===== config.mk =====
export PLATFORM = sky130hd
export DESIGN_NAME = sd_cmd_host_flat
export DESIGN_NICKNAME = d
export VERILOG_FILES = /design/src/rtl/sd_cmd_host_if.sv /design/src/rtl/sd_cmd_host.sv /design/src/flat_wrapper.sv
export SDC_FILE = /design/constraint.sdc
export NUM_CORES = 1
export LEC_CHECK = 0
export ABC_CLOCK_PERIOD_IN_PS = 2180
export CELL_PAD_IN_SITES_DETAIL_PLACEMENT = 0
export CELL_PAD_IN_SITES_GLOBAL_PLACEMENT = 1
export CORE_ASPECT_RATIO = 1.75
export CORE_MARGIN = 5
export CORE_UTILIZATION = 39
export CTS_CLUSTER_SIZE = 40
export DETAILED_ROUTE_END_ITERATION = 8
export PLACE_DENSITY = 0.79
export SYNTH_ARGS = -nofsm -noshare
export SYNTH_HDL_FRONTEND = slang
export SYNTH_SLANG_ARGS = --single-unit

===== constraint.sdc =====
create_clock -name SD_CLK -period 2.18 [get_ports SD_CLK]
set_input_delay 0.436 -clock SD_CLK [delete_from_list [all_inputs] [get_ports SD_CLK]]
set_output_delay 0.436 -clock SD_CLK [all_outputs]
set_load 0.01 [all_outputs]

===== src/rtl/sd_cmd_host_if.sv =====
// Command/response handshake between an SD command issuer and sd_cmd_host.
// The master issues commands; the slave (sd_cmd_host) accepts them and returns responses.
interface sd_cmd_host_if;
  logic        cmd_valid;
  logic        cmd_ready;
  logic [5:0]  cmd_index;
  logic [31:0] cmd_arg;
  logic [6:0]  cmd_crc;
  logic        resp_long;
  logic        resp_valid;
  logic [39:0] resp_data;
  logic        resp_timeout;

  modport master (
    output cmd_valid, cmd_index, cmd_arg, cmd_crc, resp_long,
    input  cmd_ready, resp_valid, resp_data, resp_timeout
  );

  modport slave (
    input  cmd_valid, cmd_index, cmd_arg, cmd_crc, resp_long,
    output cmd_ready, resp_valid, resp_data, resp_timeout
  );
endinterface


===== src/rtl/sd_cmd_host.sv =====
// SPI-mode SD command engine: shifts out a 48-bit command frame, waits for the
// card's response start bit, captures an R1 or R7/R3 response, then idles sd_cs high.
module sd_cmd_host #(
  parameter int unsigned NCR_MAX = 64,
  parameter int unsigned GAP     = 8
) (
  input  logic              SD_CLK,
  input  logic              rst_n,
  sd_cmd_host_if.slave      cmd,
  output logic              sd_cs,
  output logic              sd_mosi,
  input  logic              sd_miso
);

  localparam int unsigned WaitW = $clog2(NCR_MAX + 1);
  localparam int unsigned GapW  = (GAP > 1) ? $clog2(GAP) : 1;

  typedef enum logic [2:0] {StIdle, StSend, StWaitResp, StRecv, StGap} state_e;

  state_e            state_q;
  logic [47:0]       frame_q;
  logic              long_q;
  logic [5:0]        bit_cnt_q;
  logic [WaitW-1:0]  wait_cnt_q;
  logic [5:0]        rx_cnt_q;
  logic [38:0]       rx_q;
  logic [GapW-1:0]   gap_cnt_q;
  logic [47:0]       frame;

  assign frame = {2'b01, cmd.cmd_index, cmd.cmd_arg, cmd.cmd_crc, 1'b1};

  always_ff @(posedge SD_CLK or negedge rst_n) begin
    if (!rst_n) begin
      state_q          <= StIdle;
      frame_q          <= '0;
      long_q           <= 1'b0;
      bit_cnt_q        <= '0;
      wait_cnt_q       <= '0;
      rx_cnt_q         <= '0;
      rx_q             <= '0;
      gap_cnt_q        <= '0;
      cmd.cmd_ready    <= 1'b1;
      cmd.resp_valid   <= 1'b0;
      cmd.resp_data    <= '0;
      cmd.resp_timeout <= 1'b0;
      sd_cs            <= 1'b1;
      sd_mosi          <= 1'b1;
    end else begin
      cmd.resp_valid <= 1'b0;
      unique case (state_q)
        StIdle: begin
          if (cmd.cmd_valid) begin
            // Bit 47 goes straight to the pin; frame_q holds the remaining bits left-aligned.
            frame_q       <= {frame[46:0], 1'b1};
            long_q        <= cmd.resp_long;
            bit_cnt_q     <= 6'd47;
            sd_cs         <= 1'b0;
            sd_mosi       <= frame[47];
            cmd.cmd_ready <= 1'b0;
            state_q       <= StSend;
          end
        end
        StSend: begin
          if (bit_cnt_q == 6'd0) begin
            sd_mosi    <= 1'b1;
            wait_cnt_q <= '0;
            state_q    <= StWaitResp;
          end else begin
            bit_cnt_q <= bit_cnt_q - 6'd1;
            sd_mosi   <= frame_q[47];
            frame_q   <= {frame_q[46:0], 1'b1};
          end
        end
        StWaitResp: begin
          if (!sd_miso) begin
            // The start bit is the response MSB and is always 0.
            rx_q     <= '0;
            rx_cnt_q <= long_q ? 6'd39 : 6'd7;
            state_q  <= StRecv;
          end else if (wait_cnt_q == WaitW'(NCR_MAX - 1)) begin
            cmd.resp_data    <= long_q ? '1 : 40'hFF;
            cmd.resp_timeout <= 1'b1;
            cmd.resp_valid   <= 1'b1;
            sd_cs            <= 1'b1;
            gap_cnt_q        <= GapW'(GAP - 1);
            state_q          <= StGap;
          end else begin
            wait_cnt_q <= wait_cnt_q + 1'b1;
          end
        end
        StRecv: begin
          if (rx_cnt_q == 6'd1) begin
            cmd.resp_data    <= {rx_q, sd_miso};
            cmd.resp_timeout <= 1'b0;
            cmd.resp_valid   <= 1'b1;
            sd_cs            <= 1'b1;
            gap_cnt_q        <= GapW'(GAP - 1);
            state_q          <= StGap;
          end else begin
            rx_cnt_q <= rx_cnt_q - 6'd1;
            rx_q     <= {rx_q[37:0], sd_miso};
          end
        end
        StGap: begin
          if (gap_cnt_q == '0) begin
            cmd.cmd_ready <= 1'b1;
            state_q       <= StIdle;
          end else begin
            gap_cnt_q <= gap_cnt_q - 1'b1;
          end
        end
        default: state_q <= StIdle;
      endcase
    end
  end

endmodule

===== src/flat_wrapper.sv =====
// flat-port wrapper written by rule: the top's interface ports become plain ports
module sd_cmd_host_flat 
#(
  parameter int unsigned NCR_MAX = 64,
  parameter int unsigned GAP     = 8
)
  (SD_CLK, rst_n, sd_cs, sd_mosi, sd_miso, cmd_cmd_valid, cmd_cmd_index, cmd_cmd_arg, cmd_cmd_crc, cmd_resp_long, cmd_cmd_ready, cmd_resp_valid, cmd_resp_data, cmd_resp_timeout);
  sd_cmd_host_if cmd_i ();
  input  logic SD_CLK;
  input  logic rst_n;
  output logic sd_cs;
  output logic sd_mosi;
  input  logic sd_miso;
  input wire logic [$bits(cmd_i.cmd_valid)-1:0] cmd_cmd_valid;
  input wire logic [$bits(cmd_i.cmd_index)-1:0] cmd_cmd_index;
  input wire logic [$bits(cmd_i.cmd_arg)-1:0] cmd_cmd_arg;
  input wire logic [$bits(cmd_i.cmd_crc)-1:0] cmd_cmd_crc;
  input wire logic [$bits(cmd_i.resp_long)-1:0] cmd_resp_long;
  output wire logic [$bits(cmd_i.cmd_ready)-1:0] cmd_cmd_ready;
  output wire logic [$bits(cmd_i.resp_valid)-1:0] cmd_resp_valid;
  output wire logic [$bits(cmd_i.resp_data)-1:0] cmd_resp_data;
  output wire logic [$bits(cmd_i.resp_timeout)-1:0] cmd_resp_timeout;
  assign cmd_i.cmd_valid = cmd_cmd_valid;
  assign cmd_i.cmd_index = cmd_cmd_index;
  assign cmd_i.cmd_arg = cmd_cmd_arg;
  assign cmd_i.cmd_crc = cmd_cmd_crc;
  assign cmd_i.resp_long = cmd_resp_long;
  assign cmd_cmd_ready = cmd_i.cmd_ready;
  assign cmd_resp_valid = cmd_i.resp_valid;
  assign cmd_resp_data = cmd_i.resp_data;
  assign cmd_resp_timeout = cmd_i.resp_timeout;
  sd_cmd_host #(.NCR_MAX(NCR_MAX), .GAP(GAP)) u_core (.SD_CLK(SD_CLK), .rst_n(rst_n), .cmd(cmd_i), .sd_cs(sd_cs), .sd_mosi(sd_mosi), .sd_miso(sd_miso));
endmodule

==> results of run 1 <==
critical path: stages (launching register included):
cell and delay [ns]:
dfrtp_1 0.37, ha_2 0.18, nand4_1 0.14, or4_4 0.52, a21oi_4 0.26, buf_12 0.21, mux2_2 0.35
cells in the mapped netlist (all sizes together), types with 3 or more instances:
library cell | instances | area, sq um
a211oi | 3 | 22.5
a21oi | 53 | 280
a22o | 8 | 70.1
a31oi | 8 | 50.1
buf | 33 | 194
clkbuf | 13 | 48.8
dfrtp | 155 | 3880
dfstp | 3 | 78.8
ha | 7 | 87.6
inv | 14 | 52.6
mux2 | 32 | 360
mux2i | 52 | 521
nand2 | 83 | 312
nand2b | 35 | 219
nand3 | 5 | 25.0
nand4 | 3 | 18.8
nor2 | 10 | 37.5
nor2b | 5 | 31.3
nor3 | 50 | 250
nor3b | 3 | 27.5
o21ai | 41 | 209
o22a | 7 | 61.3
or3 | 5 | 31.3
metal layers:
metal | GRT usage (%) | vias to the layer above | share of wire (%)
li1 | - | 2539 | -
met1 | 17.3 | 2581 | 40
met2 | 27.3 | 112 | 54
met3 | 3.93 | 16 | 4.1
met4 | 5.60 | 0 | 1.5
met5 | 0 | - | 0
worst max path at each step:
stage | startpoint | cells after the start | to
6_report | u_core.wait_cnt_q[0] | 6 | u_core.cmd.resp_data[18]
5_1_grt | u_core.wait_cnt_q[0] | 6 | u_core.cmd.resp_data[18]
4_1_cts | u_core.state_q[2] | 4 | u_core.cmd.resp_data[37]
3_5_place_dp | sd_miso | 6 | u_core.cmd.resp_data[37]
3_3_place_gp | sd_miso | 6 | u_core.cmd.resp_data[12]
2_1_floorplan | u_core.wait_cnt_q[0] | 6 | u_core.cmd.resp_data[10]
where the power goes:
part / switching (mW) / internal [mW] / total (mW)
sequential: 0.632 / 3.83 / 4.46
clock: 1.21 / 1.76 / 2.97
combinational: 2.26 / 2.15 / 4.41
total: 4.10 / 7.73 / 11.8
repair_timing:
action,4_1_cts,5_1_grt
setup buffers,0,4
pin swaps,0,1
gates cloned,0,2
resized for setup,1,2
hold buffers,1,0
endpoints found under the setup margin,12,33
hold endpoints to repair,6,0
area by class of cell:
| type | count | share of cell area [%] |
|---|---|---|
| Inverter | 14 | 0.573 |
| Tap cell | 234 | 3.19 |
| Multi-Input combinational cell | 444 | 32.0 |
| Clock buffer | 21 | 5.02 |
| Sequential cell | 158 | 43.1 |
| Clock inverter | 11 | 1.44 |
| Timing Repair Buffer | 130 | 14.7 |
flip-flops by register name (all words and copies together) (netlist names), 3 cells and up:
| register | count |
|---|---|
| u_core.wait_cnt_q | 7 |
| u_core.cmd.resp_data | 40 |
| u_core.frame_q | 48 |
| u_core.rx_q | 39 |
| u_core.state_q | 3 |
| u_core.bit_cnt_q | 6 |
| u_core.gap_cnt_q | 3 |
| u_core.rx_cnt_q | 6 |
kinds of logic (layout without fill, tap and decap cells):
| logic type | Yosys count | in the layout | share of synthesized area, % |
|---|---|---|---|
| mux | 84 | 84 | 12.3 |
| fa+ha+maj | 7 | 7 | 1.22 |
| simple gates | 210 | 210 | 14.6 |
| xor+xnor | 4 | 4 | 0.490 |
| flops | 158 | 158 | 55.3 |
| buf+inv | 60 | 176 | 4.13 |
| compound gates | 139 | 139 | 11.9 |
stage by stage:
stage          hold WS [ns]  cell area, sq um
4_1_cts               0.486              9100
6_report              0.481              9180
5_1_grt               0.514              9180
2_1_floorplan         0.140              7150
3_5_place_dp          0.459              8500
3_3_place_gp          0.449              8500
==> results by group, run 1 <==
Pwr
  – P_leak: slightly below 4 nW
  – Total power draw: 11.8 mW
  – Maximum VDD drop: 0.647 mV
  – PD cells: 1290 mW/mm^2

CTS
  – Clock sink count: 158
  – Clock Path Buffers: 2
  – Latest clock arrival within the worst-skew pair: 0.43 ns
  – H-tree depth: 4
  – Clock slew at reported path FFs: 0.06 ns
  – Clock root buffer: clkbuf_16
  – Total CTS buffers: 17
  – CTS tree: done

Worst hold path
  – Worst Hold End: u_core.rx_q[26]
  – Hold path depth: 2
  – Hold path startpoint: u_core.rx_q[26]
  – Tightest Hold Check Type: flip-flop to flip-flop

Die
  – Core Rows: 65
  – Core region area: 0.0181 sq mm
  – Die Wd: around 110 um
  – Starting density of the core: 39.6%
  – Die area: 0.0212 sq mm
  – IO Pins: 95
  – Die H: 189 um

Placement
  – Detailed placer's ending HPWL: 10.9 mm
  – PortBufs: 94
  – Cells after DPL: 973
  – Final GP Congestion: 0.782
  – Pre-CTS setup slack: -0.247 ns

Cells and area
  – Final Non-Filler Cells: slightly above 1000
  – Post-Route Utilization: 50.8%
  – Most frequent cells in the layout: dfrtp_1 (155), clkdlybuf4s50_1 (93), nand2_1 (83)
  – Share of cells above drive strength 1: ~15%
  – # diodes: 0
  – Register cell area after layout: 0.00396 sq mm
  – Area of the multi-input gates: roughly 0.0029 sq mm
  – Area Growth Syn to Fin: 28.4%
  – # fillers: 1679
  – Fin nets: 822
  – Most common cell after layout, fill and taps aside: dfrtp_1

Setup path
  – CP endpoint kind: flip-flop
  – Setup crit start kind: flip-flop
  – Reg2reg setup slack: 0.02 ns
  – RR Endpoint: u_core.cmd.resp_data[18]
  – Data required, critical path: 2.49 ns
  – Reg2Reg Depth: 6
  – Crit-path max FO: 18
  – WP data arrival: 2.47 ns
  – WS Path Type: flip-flop to flip-flop
  – Worst R2R Start: u_core.wait_cnt_q[0]

GRT
  – Number of global-route vias before repair: 5625
  – First-pass GRT wire length: approximately 27 mm
  – GRT Util Overall: 15.2%
  – Largest net degree at the start of global routing: just under 60
  – Initial antenna violation count: 0
  – Grt total ovfl: 0

Synthesis
  – Synth warn: 0
  – Sequential share of the synthesized area: about 55%
  – Unique masters post-synth: around 60
  – Primary FF master, synth: dfrtp_1
  – Post-synthesis register bit count: 158
  – Async SR Flop Fraction: 100%
  – Post-synth net total: about 700
  – Post-Syn Instances: roughly 660
  – Syn Area/Cell: 10.8 sq um
  – Syn Std Cell Area: 0.00715 sq mm
  – Post-synth EDFFs: 0

STA
  – Setup_tns: 0 ns
  – Hold Vio Cnt, Final: 0
  – Setup-failing EPs final: 0
  – RSZ-0062 raised after global routing: yes
  – Period utilization: between 90% and 100%
  – Fmax: 0.463 GHz
  – Slew HR: 56.8%
  – Final max-slew violation count: 0
  – Fin crit period: between 2 and 2.5 ns
  – Slew @ Worst Pin: 0.638 ns
  – Final setup margin: 0.0221 ns
  – Setup Skew: 0.0117 ns

Routing
  – DR pass1 iterations: 4
  – DR iter-0 viols: 166
  – Remaining DRCs: 0
  – Via-to-Cell Ratio: between 5 and 6
  – WL per Instance: approximately 16 um
  – Post-DRT Antenna Nets: 0
  – Routed WL: 16.1 mm
  – Via count: 5248

Flow run
  – Max-Cap Viols: 0

Run status
  – Status: complete, no violations
Note: power is estimated with default switching activity, not from simulation.
==> run 2, diff against run 1 <==
- CELL_PAD_IN_SITES_DETAIL_PLACEMENT: 0 -> 1
- CELL_PAD_IN_SITES_GLOBAL_PLACEMENT: 1 -> 2
- CORE_UTILIZATION: 39 -> 32
- PLACE_DENSITY: 0.79 -> 0.78
==> results by group, run 2 (synthesis gave the netlist of run 1 again) <==
Run status
  – Status: finished with violations
  – Failing checks: setup timing

Pwr
  – Maximum VDD drop: 0.595 mV (-8.0%)
  – PD cells: 1300 mW/mm^2 (+1.0%)
  – P_leak: 4.03 nW (+2.3%)

Die
  – Core region area: 0.0221 sq mm (+22%)
  – Starting density of the core: 32.4% (-7.2 points)
  – Core Rows: 72 (+11%)
  – Die H: 208 um (+9.8%)
  – Die Wd: 123 um (+9.5%)
  – Die area: 0.0256 sq mm (+20%)
  – IO Pins: 95 (unchanged)

CTS
  – Total CTS buffers: 17 (unchanged)
  – Clock sink count: 158 (unchanged)
  – Clock slew at reported path FFs: 0.07 ns (about the same)
  – Latest clock arrival within the worst-skew pair: 0.43 ns (about the same)
  – H-tree depth: 4 (unchanged)
  – Clock Path Buffers: 2 (unchanged)
  – Clock root buffer: clkbuf_16
  – CTS tree: done

Routing
  – Remaining DRCs: 0 (unchanged)
  – Via count: 5445 (+3.8%)
  – WL per Instance: 17.3 um (+8.9%)
  – Post-DRT Antenna Nets: 0 (unchanged)
  – DR pass1 iterations: 4 (unchanged)
  – Metal1 wirelength: 7.33 mm (+13%)
  – DR iter-0 viols: 228 (+37%)
  – Via-to-Cell Ratio: 5.01 (-3.3%)
  – Routed WL: 18.8 mm (+17%)
  – Max layer used: met4
  – Met3 WL: 700 um (+4.8%)
  – Length of routed met2 wiring: 10.5 mm (+21%)

Setup path
  – WP data arrival: 2.50 ns (+0.03 ns)
  – Setup crit start kind: flip-flop
  – Crit path cell chain: ha_4, nand4_1, or4_4, a21oi_4, buf_6, clkbuf_16, mux2_2
  – Data required, critical path: 2.50 ns (about the same)
  – CP endpoint kind: flip-flop
  – CP max stage cell: or4_4
  – Crit-path max FO: 8 (-10)
  – Critical Path Max Stage Delay: 0.51 ns (about the same)
  – WS Path Type: flip-flop to flip-flop

Placement
  – Detailed placer's ending HPWL: 12.7 mm (+16%)
  – Final GP Congestion: 0.779 (-0.37%)
  – Dpl cell area: 0.00866 sq mm (+1.9%)
  – PortBufs: 94 (unchanged)
  – Cells after DPL: 1043 (+7.2%)

STA
  – Slew HR: 56.2% (-0.58 points)
  – Hold Vio Cnt, Final: 0 (unchanged)
  – Setup_tns: -0.0131 ns (-0.0131 ns)
  – Slew @ Worst Pin: 0.647 ns (+0.00854 ns)
  – Period utilization: 100% (+1.3 points)
  – Setup-failing EPs final: 4 (+4)
  – Fmax: 0.457 GHz (-1.3%)
  – Final setup margin: -0.00723 ns (-0.0293 ns)
  – Final max-slew violation count: 0 (unchanged)
  – Hold WS: 0.481 ns (+0.000425 ns)
  – Fin crit period: 2.19 ns (+0.0293 ns)
  – RSZ-0062 raised after global routing: yes
  – Setup Skew: 0.00917 ns (-0.00249 ns)

Cells and area
  – # diodes: 0 (unchanged)
  – Largest register FFs: 48 (unchanged)
  – Fin nets: 834 (+1.5%)
  – Final Non-Filler Cells: 1086 (+7.3%)
  – Largest regs: u_core.frame_q: 48 flops, u_core.cmd.resp_data: 40 flops, u_core.rx_q: 39 flops
  – Most frequent cells in the layout: dfrtp_1 (155), clkdlybuf4s50_1 (93), nand2_1 (83)
  – Most common cell after layout, fill and taps aside: dfrtp_1
  – Area Growth Syn to Fin: 32.5%
  – Register bank with the most flops: u_core.frame_q
  – Share of cells above drive strength 1: 16.1% (+1.6 points)
  – Post-Route Utilization: 42.9% (-7.9 points)
  – # fillers: 2428 (+45%)
  – Final Cell Area: 0.00948 sq mm (+3.2%)

GRT
  – GRT Util Overall: 14.9% (-0.33 points)
  – First-pass GRT wire length: 30.4 mm (+15%)
  – Number of global-route vias before repair: 6202 (+10%)
  – Largest net degree at the start of global routing: 51 (-12%)
  – Initial antenna violation count: 0 (unchanged)
  – Grt total ovfl: 0 (unchanged)

Flow run
  – Max-Cap Viols: 0 (unchanged)

Worst hold path
  – Tightest Hold Check Type: flip-flop to flip-flop
==> run 2: cell count changes in the layout (fill, tap and decap cells not counted), moves of 2 or more <==
cell / delta
mux2_2: -10
clkinvlp_4: +2
clkbuf_8: -2
inv_8: +2
buf_12: +3
mux2_4: +10
clkbuf_1: -2
inv_6: +4
clkinv_4: -3
buf_4: +7
==> run 2: final cells by class <==
cell class | count | area (sq um) | share of cell area, %
Timing Repair Buffer | 142 | 1510 | 16.0
Clock buffer | 17 | 425 | 4.49
Inverter | 14 | 52.6 | 0.555
Multi-Input combinational cell | 444 | 2980 | 31.5
Tap cell | 296 | 370 | 3.91
Clock inverter | 15 | 174 | 1.84
Sequential cell | 158 | 3960 | 41.8
==> run 2: per-stage QoR <==
| step | power, mW | setup slack (ns) |
|---|---|---|
| 2_1_floorplan | 7.34 | 0.115 |
| 3_3_place_gp | 9.02 | -0.232 |
| 3_5_place_dp | 9.29 | -0.263 |
| 4_1_cts | 12.5 | -0.0182 |
| 5_1_grt | 13.2 | -0.0733 |
| 6_report | 12.3 | -0.00723 |
==> run 2: worst paths after layout <==
check                      cells after the start                  endpoint                  from  slack (ns)
max                                            7  u_core.cmd.resp_data[26]  u_core.wait_cnt_q[1]      -0.007
min                                            1         u_core.frame_q[0]     u_core.frame_q[0]        0.48
max reg2reg                                    7  u_core.cmd.resp_data[26]  u_core.wait_cnt_q[1]      -0.007
min reg2reg                                    1         u_core.frame_q[0]     u_core.frame_q[0]        0.48
max in group asynchronous                      3      u_core.wait_cnt_q[4]                 rst_n        0.97
min in group asynchronous                      2           u_core.rx_q[17]                 rst_n        0.51
==> run 2: critical path, delay by kind of cell (launching register included) <==
family	cells	cell delay (ns)
flops	1	0.42
buf+inv	2	0.32
simple gates	2	0.62
compound gates	1	0.21
fa+ha+maj	1	0.15
mux	1	0.34
==> run 2: routing by layer <==
metal	up-vias	global-route usage [%]
met5	-	0
met4	0	4.78
met3	22	3.63
met2	112	27.4
met1	2755	16.4
li1	2556	-
==> run 2: timing repair <==
action,CTS,global route
gates resized for setup,2,14
gates cloned,1,2
endpoints found under the setup margin,30,39
endpoints found under the hold margin,41,0
pin swaps,1,2
buffers inserted,2,5
hold buffers,1,0
==> run 2: power breakdown <==
part | total, mW | switching [mW] | internal, mW | leakage [nW]
Combinational | 4.80 | 2.42 | 2.37 | 1.79
Clock | 3.05 | 1.33 | 1.72 | 0.282
Sequential | 4.49 | 0.664 | 3.82 | 1.97
==> patch, RTL diff (config.mk and constraints of run 1) <==
Encoding of `state_e`: now Gray code (3 bits for 5 states).
--- a/src/rtl/sd_cmd_host.sv
+++ b/src/rtl/sd_cmd_host.sv
@@ -15,7 +15,7 @@
   localparam int unsigned WaitW = $clog2(NCR_MAX + 1);
   localparam int unsigned GapW  = (GAP > 1) ? $clog2(GAP) : 1;
 
-  typedef enum logic [2:0] {StIdle, StSend, StWaitResp, StRecv, StGap} state_e;
+  typedef enum logic [2:0] {StIdle = 3'b000, StSend = 3'b001, StWaitResp = 3'b011, StRecv = 3'b010, StGap = 3'b110} state_e;
 
   state_e            state_q;
   logic [47:0]       frame_q;
Behaviour: no difference found for any inputs over 10 cycles, from zero or initial values and one cycle with rst_n low; not proved beyond that.
==> patch against run 1 <==
First-iteration DRC count grew 59%; final area is 0.90% higher; critical endpoint is now u_core.cmd.resp_data[24]; sequential cell count stayed put; count of clock-buffer cells in the layout unchanged; total power shrank 11%; combinational power down 19%; utilization is 0.69 points higher; worst setup slack gained 0.032 ns; wire length is 0.14% lower; synthesized cell count shrank 1.5%; synthesized area decreased by 0.59%; via count grew 1.7%.
==> patch: results (changes against run 1) <==
- Outcome: complete, no violations
- Hold Slack: 0.4815 ns (+0.0004730 ns)
- CP Capture Point: u_core.cmd.resp_data[24]
- Vias in the first global route: 5,583 (-0.75%)
- WL met3: 701 µm (+4.9%)
- Hpwl dp: 10,520 µm (-3.9%)
- Vias: 5,338 (+1.7%)
- Pin count of the biggest net entering global routing: 55 (-5.2%)
- Syn Nets: 709 (-1.4%)
- Synth area leaders: dfrtp_1 (55%), mux2i_1 (7.2%), mux2_2 (4.9%)
- WL/cell: 15.96 µm (+0.26%)
- Worst path max stage delay: 0.55 ns (+0.03 ns)
- Layout cells sized above 1: 15.25% (+0.72 points)
- Peak Freq: 0.4704 GHz (+1.5%)
- Maximum VDD drop: 0.7299 mV (+13%)
- Clock Skew: 0.01585 ns (+0.004188 ns)
- List of most frequent post-synthesis cells: dfrtp_1 (155), nand2_1 (77), a21oi_1 (56), mux2i_1 (51), nor3_1 (50)
- Leak: 4.130 nW (+4.7%)
- Critical path startpoint: u_core.rx_cnt_q[4]
- 1st-iter DRT viols: 264 (+59%)
- Synth cell types: 60 (+1.7%)
- CP max FO: 9 (-9)
- Fraction of the yosys area taken by sequential cells: 55.68% (+0.33 points)
- Met2 wire len: 8900 µm (+2.2%)
- Placed cell areas: 0.008479 mm² (-0.19%)
- Fin cells: 1,008 (-0.40%)
- Global placer's final weighted congestion: 0.7638 (-2.4%)
- Met3 usage: 3.470% (-0.46 points)
- Placed cells: 963 (-1.0%)
- Worst Path Arrival: 2.41 ns (-0.06 ns)
- Wl on met1: 6251 µm (-3.7%)
- Synth Area per Inst: 10.90 µm² (+0.93%)
## patch: cell count changes after synthesis, sizes merged, moves of 3 or more
cell	change
o21ai	-4
a21oi	+4
nand2	-6
buf	-12
nor2	-4
clkbuf	+10
and3	+3
nand2b	-3
o21a	+5
## patch: logic make-up (layout without fill, tap and decap cells)
group | after synthesis | count (layout) | share of synthesized area [%]
buffers and inverters | 58 | 179 | 3.697
AOI/OAI and AO/OA | 146 | 147 | 12.94
xor gates and xnor gates | 1 | 1 | 0.1232
adders and majority gates | 7 | 7 | 1.232
and+or+nand+nor | 199 | 199 | 14.08
DFF | 158 | 158 | 55.68
muxes | 83 | 83 | 12.25
## patch: area by class of cell
type                       count  area [µm²]
fill                        1585        8712
clock buffer                  21       460.4
inverter                      14       52.55
sequential                   158        3958
timing repair buffer         133        1401
multi-input combinational    437        2943
clock inverter                11       153.9
tap                          234       292.8
## patch: report_power, final
part,total [mW],internal (mW),switching (mW)
clock,3.05,1.88,1.17
sequential,3.95,3.56,0.384
combinational,3.57,1.61,1.95
